--- src/rtl/reaction_pkg.sv ---
// Shared types and constants for the reaction-timer game engine.
package reaction_pkg;

    localparam int unsigned RESULT_W = 28;
    localparam logic [RESULT_W-1:0] RESULT_NONE = 28'hFFFFFFF;
    localparam logic [15:0] LFSR_SEED = 16'hACE1;
    localparam logic [15:0] LFSR_TAPS = 16'hB400;

    typedef enum logic [2:0] {
        ST_IDLE  = 3'b000,
        ST_WAIT  = 3'b001,
        ST_GO    = 3'b010,
        ST_LATE  = 3'b011,
        ST_EARLY = 3'b110,
        ST_HIT   = 3'b100
    } state_t;

    // Right-shifting Galois form of x^16+x^14+x^13+x^11+1; never maps a non-zero value to 0.
    function automatic logic [15:0] lfsr_next(input logic [15:0] cur);
        return (cur >> 1) ^ (cur[0] ? LFSR_TAPS : 16'h0000);
    endfunction

endpackage

--- src/rtl/reaction_input.sv ---
// Button input path: 2-flop synchronizer, optional debounce, rising-edge press pulse.
// Debounce is built only when REACTION_DEBOUNCE_EN is defined.
module reaction_input
    import reaction_pkg::*;
#(
    parameter int unsigned DEBOUNCE_CYCLES = 16
) (
    input  logic i_clk,
    input  logic i_rst_n,
    input  logic i_btn,
    output logic o_press
);

    logic sync1;
    logic sync2;
    logic level;
    logic level_d;

    if (DEBOUNCE_CYCLES < 1) begin : g_bad_debounce
        $error("DEBOUNCE_CYCLES must be at least 1");
    end

`ifdef REACTION_DEBOUNCE_EN
    localparam int unsigned DB_W = $clog2(DEBOUNCE_CYCLES + 1);

    logic [DB_W-1:0] stable_cnt;

    // The level follows sync2 only after sync2 has differed from it for DEBOUNCE_CYCLES edges in a row.
    always_ff @(posedge i_clk or negedge i_rst_n) begin
        if (!i_rst_n) begin
            level      <= 1'b0;
            stable_cnt <= '0;
        end else if (sync2 == level) begin
            stable_cnt <= '0;
        end else if (stable_cnt == DB_W'(DEBOUNCE_CYCLES - 1)) begin
            level      <= sync2;
            stable_cnt <= '0;
        end else begin
            stable_cnt <= stable_cnt + 1'b1;
        end
    end
`else
    assign level = sync2;
`endif

    always_ff @(posedge i_clk or negedge i_rst_n) begin
        if (!i_rst_n) begin
            sync1   <= 1'b0;
            sync2   <= 1'b0;
            level_d <= 1'b0;
            o_press <= 1'b0;
        end else begin
            sync1   <= i_btn;
            sync2   <= sync1;
            level_d <= level;
            o_press <= level & ~level_d;
        end
    end

endmodule

--- src/rtl/reaction_core.sv ---
// Reaction-timer round engine: press input, LFSR, tick prescaler, round FSM, last/best results.
// Optional button debounce is selected with REACTION_DEBOUNCE_EN.
module reaction_core
    import reaction_pkg::*;
#(
    parameter int unsigned TICK_DIV        = 1,
    parameter int unsigned MIN_DELAY       = 1000,
    parameter logic [15:0] RND_MASK        = 16'h0FFF,
    parameter int unsigned TIMEOUT         = 100000,
    parameter int unsigned DEBOUNCE_CYCLES = 16
) (
    input  logic                i_clk,
    input  logic                i_rst_n,
    input  logic                i_btn,
    input  logic                i_clr_best,
    output logic [2:0]          o_reaction_state,
    output logic [RESULT_W-1:0] o_last_result,
    output logic [RESULT_W-1:0] o_best_result,
    output logic [15:0]         o_dbg_rnd
);

    localparam int unsigned PRE_W = (TICK_DIV > 1) ? $clog2(TICK_DIV) : 1;
    localparam logic [RESULT_W-1:0] TIMEOUT_V   = RESULT_W'(TIMEOUT);
    localparam logic [RESULT_W-1:0] MIN_DELAY_V = RESULT_W'(MIN_DELAY);

    if (TIMEOUT >= (1 << RESULT_W) - 1) begin : g_bad_timeout
        $error("TIMEOUT must be below the untracked result value");
    end

    state_t              state;
    logic                press;
    logic                tick;
    logic [PRE_W-1:0]    pre_cnt;
    logic [15:0]         lfsr;
    logic [RESULT_W-1:0] delay;
    logic [RESULT_W-1:0] react_cnt;
    logic [RESULT_W-1:0] last_result;
    logic [RESULT_W-1:0] best_result;
    logic [RESULT_W-1:0] load_delay;
    logic [RESULT_W-1:0] cnt_now;

    reaction_input #(
        .DEBOUNCE_CYCLES(DEBOUNCE_CYCLES)
    ) u_input (
        .i_clk  (i_clk),
        .i_rst_n(i_rst_n),
        .i_btn  (i_btn),
        .o_press(press)
    );

    assign tick = (pre_cnt == PRE_W'(TICK_DIV - 1));

    always_ff @(posedge i_clk or negedge i_rst_n) begin
        if (!i_rst_n) begin
            pre_cnt <= '0;
        end else if (tick) begin
            pre_cnt <= '0;
        end else begin
            pre_cnt <= pre_cnt + 1'b1;
        end
    end

    always_ff @(posedge i_clk or negedge i_rst_n) begin
        if (!i_rst_n) begin
            lfsr <= LFSR_SEED;
        end else begin
            lfsr <= lfsr_next(lfsr);
        end
    end

    // cnt_now includes the current tick, so a press on the TIMEOUT tick still reports TIMEOUT as a HIT.
    always_comb begin
        load_delay = MIN_DELAY_V + RESULT_W'(lfsr & RND_MASK);
        cnt_now    = react_cnt;
        if (tick && (react_cnt != TIMEOUT_V)) begin
            cnt_now = react_cnt + 1'b1;
        end
    end

    always_ff @(posedge i_clk or negedge i_rst_n) begin
        if (!i_rst_n) begin
            state       <= ST_IDLE;
            delay       <= '0;
            react_cnt   <= '0;
            last_result <= RESULT_NONE;
            best_result <= RESULT_NONE;
        end else begin
            unique case (state)
                ST_WAIT: begin
                    if (press) begin
                        state       <= ST_EARLY;
                        last_result <= RESULT_NONE;
                    end else if (tick) begin
                        if (delay <= RESULT_W'(1)) begin
                            state     <= ST_GO;
                            react_cnt <= '0;
                        end else begin
                            delay <= delay - 1'b1;
                        end
                    end
                end
                ST_GO: begin
                    react_cnt <= cnt_now;
                    if (press) begin
                        state       <= ST_HIT;
                        last_result <= cnt_now;
                        if (cnt_now < best_result) begin
                            best_result <= cnt_now;
                        end
                    end else if (cnt_now == TIMEOUT_V) begin
                        state       <= ST_LATE;
                        last_result <= RESULT_NONE;
                    end
                end
                default: begin
                    if (press) begin
                        state <= ST_WAIT;
                        delay <= load_delay;
                    end
                end
            endcase
            if (i_clr_best) begin
                best_result <= RESULT_NONE;
            end
        end
    end

    assign o_reaction_state = state;
    assign o_last_result    = last_result;
    assign o_best_result    = best_result;
    assign o_dbg_rnd        = lfsr;

endmodule

--- config.mk ---
export PLATFORM = sky130hd
export DESIGN_NAME = reaction_core
export DESIGN_NICKNAME = d
export VERILOG_FILES = /design/src/rtl/reaction_pkg.sv /design/src/rtl/reaction_input.sv /design/src/rtl/reaction_core.sv
export SDC_FILE = /design/constraint.sdc
export NUM_CORES = 1
export LEC_CHECK = 0
export ABC_AREA = 1
export CAP_MARGIN = 10
export CORE_ASPECT_RATIO = 2
export CORE_MARGIN = 1
export CORE_UTILIZATION = 58
export DETAILED_ROUTE_END_ITERATION = 8
export GPL_TIMING_DRIVEN = 0
export PLACE_DENSITY = 0.81
export REMOVE_ABC_BUFFERS = 1
export SYNTH_ARGS = -nofsm -noshare
export SYNTH_HDL_FRONTEND = slang
export SYNTH_SLANG_ARGS = --single-unit
export TNS_END_PERCENT = 50
--- constraint.sdc ---
create_clock -name i_clk -period 3.3 [get_ports i_clk]
set_input_delay 0.33 -clock i_clk [delete_from_list [all_inputs] [get_ports i_clk]]
set_output_delay 0.33 -clock i_clk [all_outputs]
set_load 0.005 [all_outputs]
==> metrics.yaml, run 1 <==
final_layout:
  finish.utilization_pct: 73.6
  ff_latch_area_mm2: 0.00347
  n_antenna_cell: 0
  layout-drive-gt1-share_pct: 17.4
  multiInputGateArea_mm2: 0.00409
  final_cells: 1336
  nNetsFinal: 1198
  n_fill_cell: 1047
  syn2layout_area_growth_pct: 23.8
placed_design:
  hpwl_um: 16000
  place_congestion: 0.984
  io_buffers: 78
  placed_cells: 1274
  preCtsSetupSlack_ns: -1.33
timing:
  fin_crit_sh_pct: 98.7
  setup_slack_ns: 0.0441
  tightest_slew_ns: 0.848
  setup_viol: 0
  slew_violations: 0
  relSlewSlack_pct: 43.4
  fmax_mhz: 307
  whs_ns: 0.341
  skew_ns: 0.0147
  min_period_ns: 3.26
  hold_viol: 0
  rsz0062_at_grt: "yes"
global_route:
  grt_max_degree: 87
  antenna_found_initial: 0
  grt_pass1_vias: 7678
  grt_util_all_layers_pct: 34.2
  grt_first_pass_wirelength_um: 37300
  grt-ovfl-total: 0
cts:
  cts_buffer_depth: 2
  cts_tree: "done"
  clk_latency_ns: 0.43
  ctsRootBufferMaster: "clkbuf_16"
  cts.clk_slew.worst_paths_ns: 0.06
  cts.sinks: 135
  cts_buffers: 17
  htreeDepth: 4
detailed_routing:
  met1_length_um: 8130
  initialDrtViolationCount: 512
  first_pass_iters: 4
  met3_length_um: 925
  dr_total_vias: 7723
  dr_wl_met2_um: 12800
  top_layer: "met4"
  vias_per_cell: 5.78
  wl_per_cell_um: 17.5
  route.detailed.drc: 0
  postRouteAntennaNets: 0
  routed_wl_um: 23400
synthesis:
  syn_area_mm2: 0.00803
  yosysTopAreaCellShare_pct: 22.1
  synth_edf_count: 0
  yosysUniqueCellTypes: 48
  syn_avg_cell_area_um2: 7.49
  ys_seq_elements: 135
  yosysTopAreaCell: "dfrtp_1"
  synth_common_cells: "nand2_1 (328), inv_1 (136), nor2_1 (92)"
  seq_area_frac_synth_pct: 43.1
  synth.area.top_cells: "dfrtp_1 (22%), dfstp_2 (21%), nand2_1 (15%), inv_1 (6.4%), nand3_1 (5.7%)"
  yosysMostFrequentCell: "nand2_1"
  async_flop_share_pct: 100
  synth_cells: 1072
  synth_warnings: 0
  ys.flop_type: "dfrtp_1"
floorplan:
  die_h_um: 168
  pin_count: 79
  coreArea_mm2: 0.0135
  fp-row-count: 60
  dieArea_mm2: 0.0143
  die_w_um: 85.2
  start_util_pct: 59.4
setup_path:
  slowest_delay_ns: 0.46
  cp_cell_sequence: "ha_4, nand3_4, inv_4, nand2_2, nor3_4, or2_2, nand2_2, inv_1, ha_1, nand4_1, inv_1, nand3_1, nand3b_1, nor2_2, nand2_4, nand3_4, buf_4, nand2_1, nand3_1"
  crit_required_ns: 3.66
  cp-end-kind: "register"
  reg2regPathDepth: 19
  reg2reg_slack_ns: 0.04
  start_kind: "register"
  r2r_end: "o_best_result[11]"
  crit_path_top_delay_cell: "dfrtp_2"
  critical_path_class: "register to register"
  r2r_start: "react_cnt[0]"
  path_max_fanout: 9
  worst_ep_arrival_time_ns: 3.62
hold_path:
  min_from: "i_btn"
  hold_end: "u_input.sync1"
  hold_depth: 1
  hold_path.class: "input port to register"
status:
  outcome: "complete, no violations"
run:
  maxCapViolCount: 0
power_and_ir_drop:
  p_per_area_mw_per_mm2: 707
  fin_total_pwr_mw: 7.03
  peakVddDrop_mv: 0.698
  p_leak_nw: 4.85
worst max path at each step:
stage | startpoint | to | slack [ns] | cells after the start
4_1_cts | react_cnt[7] | o_best_result[11] | 0.002 | 18
3_3_place_gp | i_rst_n | react_cnt[27] | -3.39 | 1
3_5_place_dp | react_cnt[0] | o_best_result[23] | -1.33 | 19
6_report | react_cnt[0] | o_best_result[11] | 0.04 | 19
5_1_grt | react_cnt[12] | o_best_result[11] | -0.02 | 18
2_1_floorplan | o_reaction_state[0] | o_best_result[0] | -0.17 | 11
metrics by stage:
step / setup TNS (ns) / instance area (µm²)
floorplan: -2.21 / 7830
global placement: -428.51 / 8810
detailed placement: -68.17 / 8870
CTS: 0 / 9670
global route: -0.0203 / 9940
finish: 0 / 9940
cell usage in the layout, fill, tap and decap left out, types with 25 or more instances in the layout:
master           netlist  final
dfstp_2               64     64
o21ai_0               38     37
dfrtp_1               71     64
nand2_1              328    320
ha_1                  26     25
inv_1                136    134
clkdlybuf4s50_1        0     77
nand4_1               29     29
o22ai_1               26     26
nand3_1               91     90
nor2_1                92     84
per-layer routing:
| metal | GRT usage, % | vias up |
|---|---|---|
| li1 | - | 3655 |
| met1 | 34.1 | 3679 |
| met2 | 63.4 | 284 |
| met3 | 4.95 | 105 |
| met4 | 23.9 | 0 |
| met5 | 0 | - |
kinds of logic after synthesis:
group	count (synthesis)	share of synthesized area, %
AOI/OAI and AO/OA	110	8.09
and+or+nand+nor	609	33.6
xor gates and xnor gates	19	2.17
DFF	135	43.1
adders and majority gates	26	4.05
buffers and inverters	173	8.99
where the power goes:
part           total [mW]  internal, mW  switching, mW
sequential           2.41          2.17          0.241
combinational        2.72          1.12           1.60
clock                1.90          1.12          0.779
final cells by class:
class | instances | area share (%)
Multi-Input combinational cell | 766 | 41.1
Timing Repair inverter | 1 | 0.0503
Sequential cell | 135 | 34.9
Clock buffer | 19 | 4.35
Timing Repair Buffer | 107 | 10.8
Tap cell | 155 | 1.95
Clock inverter | 13 | 1.49
Inverter | 140 | 5.39
repair_timing:
action	CTS	global route
setup buffers	8	17
pin swaps	6	6
hold buffers	1	0
gates resized for setup	28	28
endpoints found under the setup margin	102	97
endpoints found under the hold margin	34	0
cloned	2	1
worst max-delay path: cells and delay by family (launching register included):
| kind | cells | cell delay (ns) |
|---|---|---|
| simple gates | 13 | 1.77 |
| fa+ha+maj | 2 | 0.49 |
| flops | 1 | 0.46 |
| buf+inv | 4 | 0.43 |
sequential cells by signal, indices dropped and copies added, names as in the netlist:
signal / flops
u_input.level_d: 1
react_cnt: 28
o_last_result: 28
o_reaction_state: 3
o_dbg_rnd: 16
u_input.o_press: 1
u_input.level: 1
o_best_result: 28
delay: 28
u_input.sync1: 1
No activity file was read; power rests on OpenSTA's default activity.
==> inputs of run 2 (changes only) <==
Settings changed: CTS_CLUSTER_SIZE from default to 30.
==> results of run 2 <==
The final DEF is identical to that of run 1; final timing and power are the same.
==> inputs of run 3 (changes only) <==
Settings changed: CORE_UTILIZATION 58 to 45, GPL_ROUTABILITY_DRIVEN from default to 0, PLACE_DENSITY 0.81 to 0.65.
==> run 3 against run 2 <==
Compared with the run above:
- register-to-register slack better by 0.05 ns
- sequential share of layout area down 0.92 points
- non-clock buffer count down 1
- critical path depth down 2
- hold slack better by 0.016 ns
- clock-buffer cell count down 2
- sequential power about the same
- combinational power down 4%
- core utilization down 15 points
- wire length up 2.3%
- total power up 2.7%
- largest power group unchanged
==> metrics.yaml, run 3 (synthesis gave the netlist of run 1 again) <==
timing:
  hold_viol: 0
  slew_violations: 0
  skew_ns: 0.00835
  setup_viol: 0
  tightest_slew_ns: 0.893
  setup_slack_ns: 0.0975
  fmax_mhz: 312
  fin_crit_sh_pct: 97.0
  whs_ns: 0.357
  min_period_ns: 3.20
  relSlewSlack_pct: 40.1
setup_path:
  slowest_delay_ns: 0.47
  cp-end-kind: "register"
  cp_cell_sequence: "nand3_2, inv_1, nand2_1, nor2_2, xor2_2, inv_1, ha_1, nand2_1, nor2_1, nor2b_1, nand2_1, nor2_2, nand2_4, nand3_4, buf_6, nand3_1, nand2_1"
  path_max_fanout: 6
  r2r_start: "react_cnt[0]"
  crit_required_ns: 3.67
  worst_ep_arrival_time_ns: 3.58
  cp-startpoint: "react_cnt[0]"
  cpMostUsedCell: "nand2_1"
  critical_path_class: "register to register"
  path_buf_inv: 3
  start_kind: "register"
  cpLargestDelayFamily: "simple AND/OR/NAND/NOR gates"
  crit_path_top_delay_cell: "dfrtp_2"
floorplan:
  dieArea_mm2: 0.0184
  fp-row-count: 68
  pin_count: 79
  start_util_pct: 46.3
  die_w_um: 96.5
  die_h_um: 191
  coreArea_mm2: 0.0174
hold_path:
  hold_path.class: "register to register"
  min_from: "u_input.sync1"
cts:
  htreeDepth: 4
  ctsRootBufferMaster: "clkbuf_16"
  cts.clk_slew.worst_paths_ns: 0.06
  cts_tree: "done"
  clk_latency_ns: 0.43
  cts_buffers: 17
  cts.sinks: 135
  cts_buffer_depth: 2
final_layout:
  n_fill_cell: 1644
  final_cells: 1391
  finish.utilization_pct: 58.9
  layout_commonest_cell: "nand2_1"
  layout-drive-gt1-share_pct: 18.3
  syn2layout_area_growth_pct: 27.3
  n_antenna_cell: 0
  mostFrequentLayoutCells: "nand2_1 (318), inv_1 (131), nand3_1 (90)"
  stdcell_area_mm2: 0.0102
  nNetsFinal: 1198
placed_design:
  placed_cells: 1330
  io_buffers: 78
  place_area_mm2: 0.00896
  hpwl_um: 16700
  preCtsSetupSlack_ns: -1.58
global_route:
  grt_max_degree: 97
  grt_pass1_vias: 7486
  grt-ovfl-total: 0
  grt_first_pass_wirelength_um: 37200
  grt_util_all_layers_pct: 27.2
  antenna_found_initial: 0
power_and_ir_drop:
  peakVddDrop_mv: 0.537
  p_per_area_mw_per_mm2: 707
  p_leak_nw: 4.95
detailed_routing:
  postRouteAntennaNets: 0
  routed_wl_um: 24000
  route.detailed.drc: 0
  first_pass_iters: 5
  vias_per_cell: 5.55
  wl_per_cell_um: 17.2
  initialDrtViolationCount: 421
  dr_total_vias: 7715
run:
  maxCapViolCount: 0
status:
  outcome: "complete, no violations"
[run 3: cell count changes in the layout (fill, tap and decap cells not counted), sizes merged]
cell,before,now
clkinvlp,7,5
nand2,342,343
bufinv,2,6
buf,29,27
clkbuf,19,18
[run 3: cell type report]
cell class	count	area (µm²)	share of cell area, %
multi-input cells	767	4170	40.8
inverters	140	541	5.29
well taps	210	263	2.57
clock buffers	17	425	4.16
repair buffers	106	1100	10.7
repair inverters	1	5.00	0.0490
clock inverters	15	249	2.44
flip-flops and latches	135	3470	34.0
[run 3: metal layers]
| layer | GRT usage, % | up-vias | share of wire (%) |
|---|---|---|---|
| met5 | 0 | - | 0 |
| met1 | 27.0 | 3707 | 35 |
| met4 | 19.5 | 0 | 7.1 |
| met3 | 4.93 | 99 | 4.0 |
| met2 | 48.7 | 242 | 54 |
| li1 | - | 3667 | - |
[run 3: worst register-to-register path, stage by stage (launching register included)]
cell and delay [ns]:
dfrtp_2 0.47, nand3_2 0.20, inv_1 0.14, nand2_1 0.20, nor2_2 0.19, xor2_2 0.26, inv_1 0.11, ha_1 0.30
nand2_1 0.05, nor2_1 0.10, nor2b_1 0.15, nand2_1 0.07, nor2_2 0.21, nand2_4 0.13, nand3_4 0.22, buf_6 0.16
nand3_1 0.06, nand2_1 0.11
[run 3: path summary, 6_finish.rpt]
check                              endpoint  slack [ns]  depth (start not counted)
max reg2reg                o_best_result[1]         0.1                         17
max                        o_best_result[1]         0.1                         17
min in group asynchronous     o_dbg_rnd[14]        0.38                          2
min reg2reg                   u_input.level        0.36                          0
min                           u_input.level        0.36                          0
max in group asynchronous     react_cnt[19]        2.05                          3
[run 3: metrics by stage]
step           total power [mW]  TNS, ns
2_1_floorplan              3.81    -2.21
3_3_place_gp               4.81  -463.51
3_5_place_dp               4.87   -72.52
4_1_cts                    7.18        0
5_1_grt                    7.68    -4.37
6_report                   7.22        0
[run 3: where the power goes]
part,internal [mW],switching (mW)
Combinational,1.04,1.57
Sequential,2.17,0.241
Clock,1.42,0.781
[run 3: timing repair]
action | in CTS | in global routing
setup buffers | 8 | 15
gates cloned | 2 | 3
endpoints found under the setup margin | 101 | 97
resized for setup | 35 | 45
pin swaps | 4 | 8
endpoints found under the hold margin | 13 | 0
hold buffers | 1 | 0
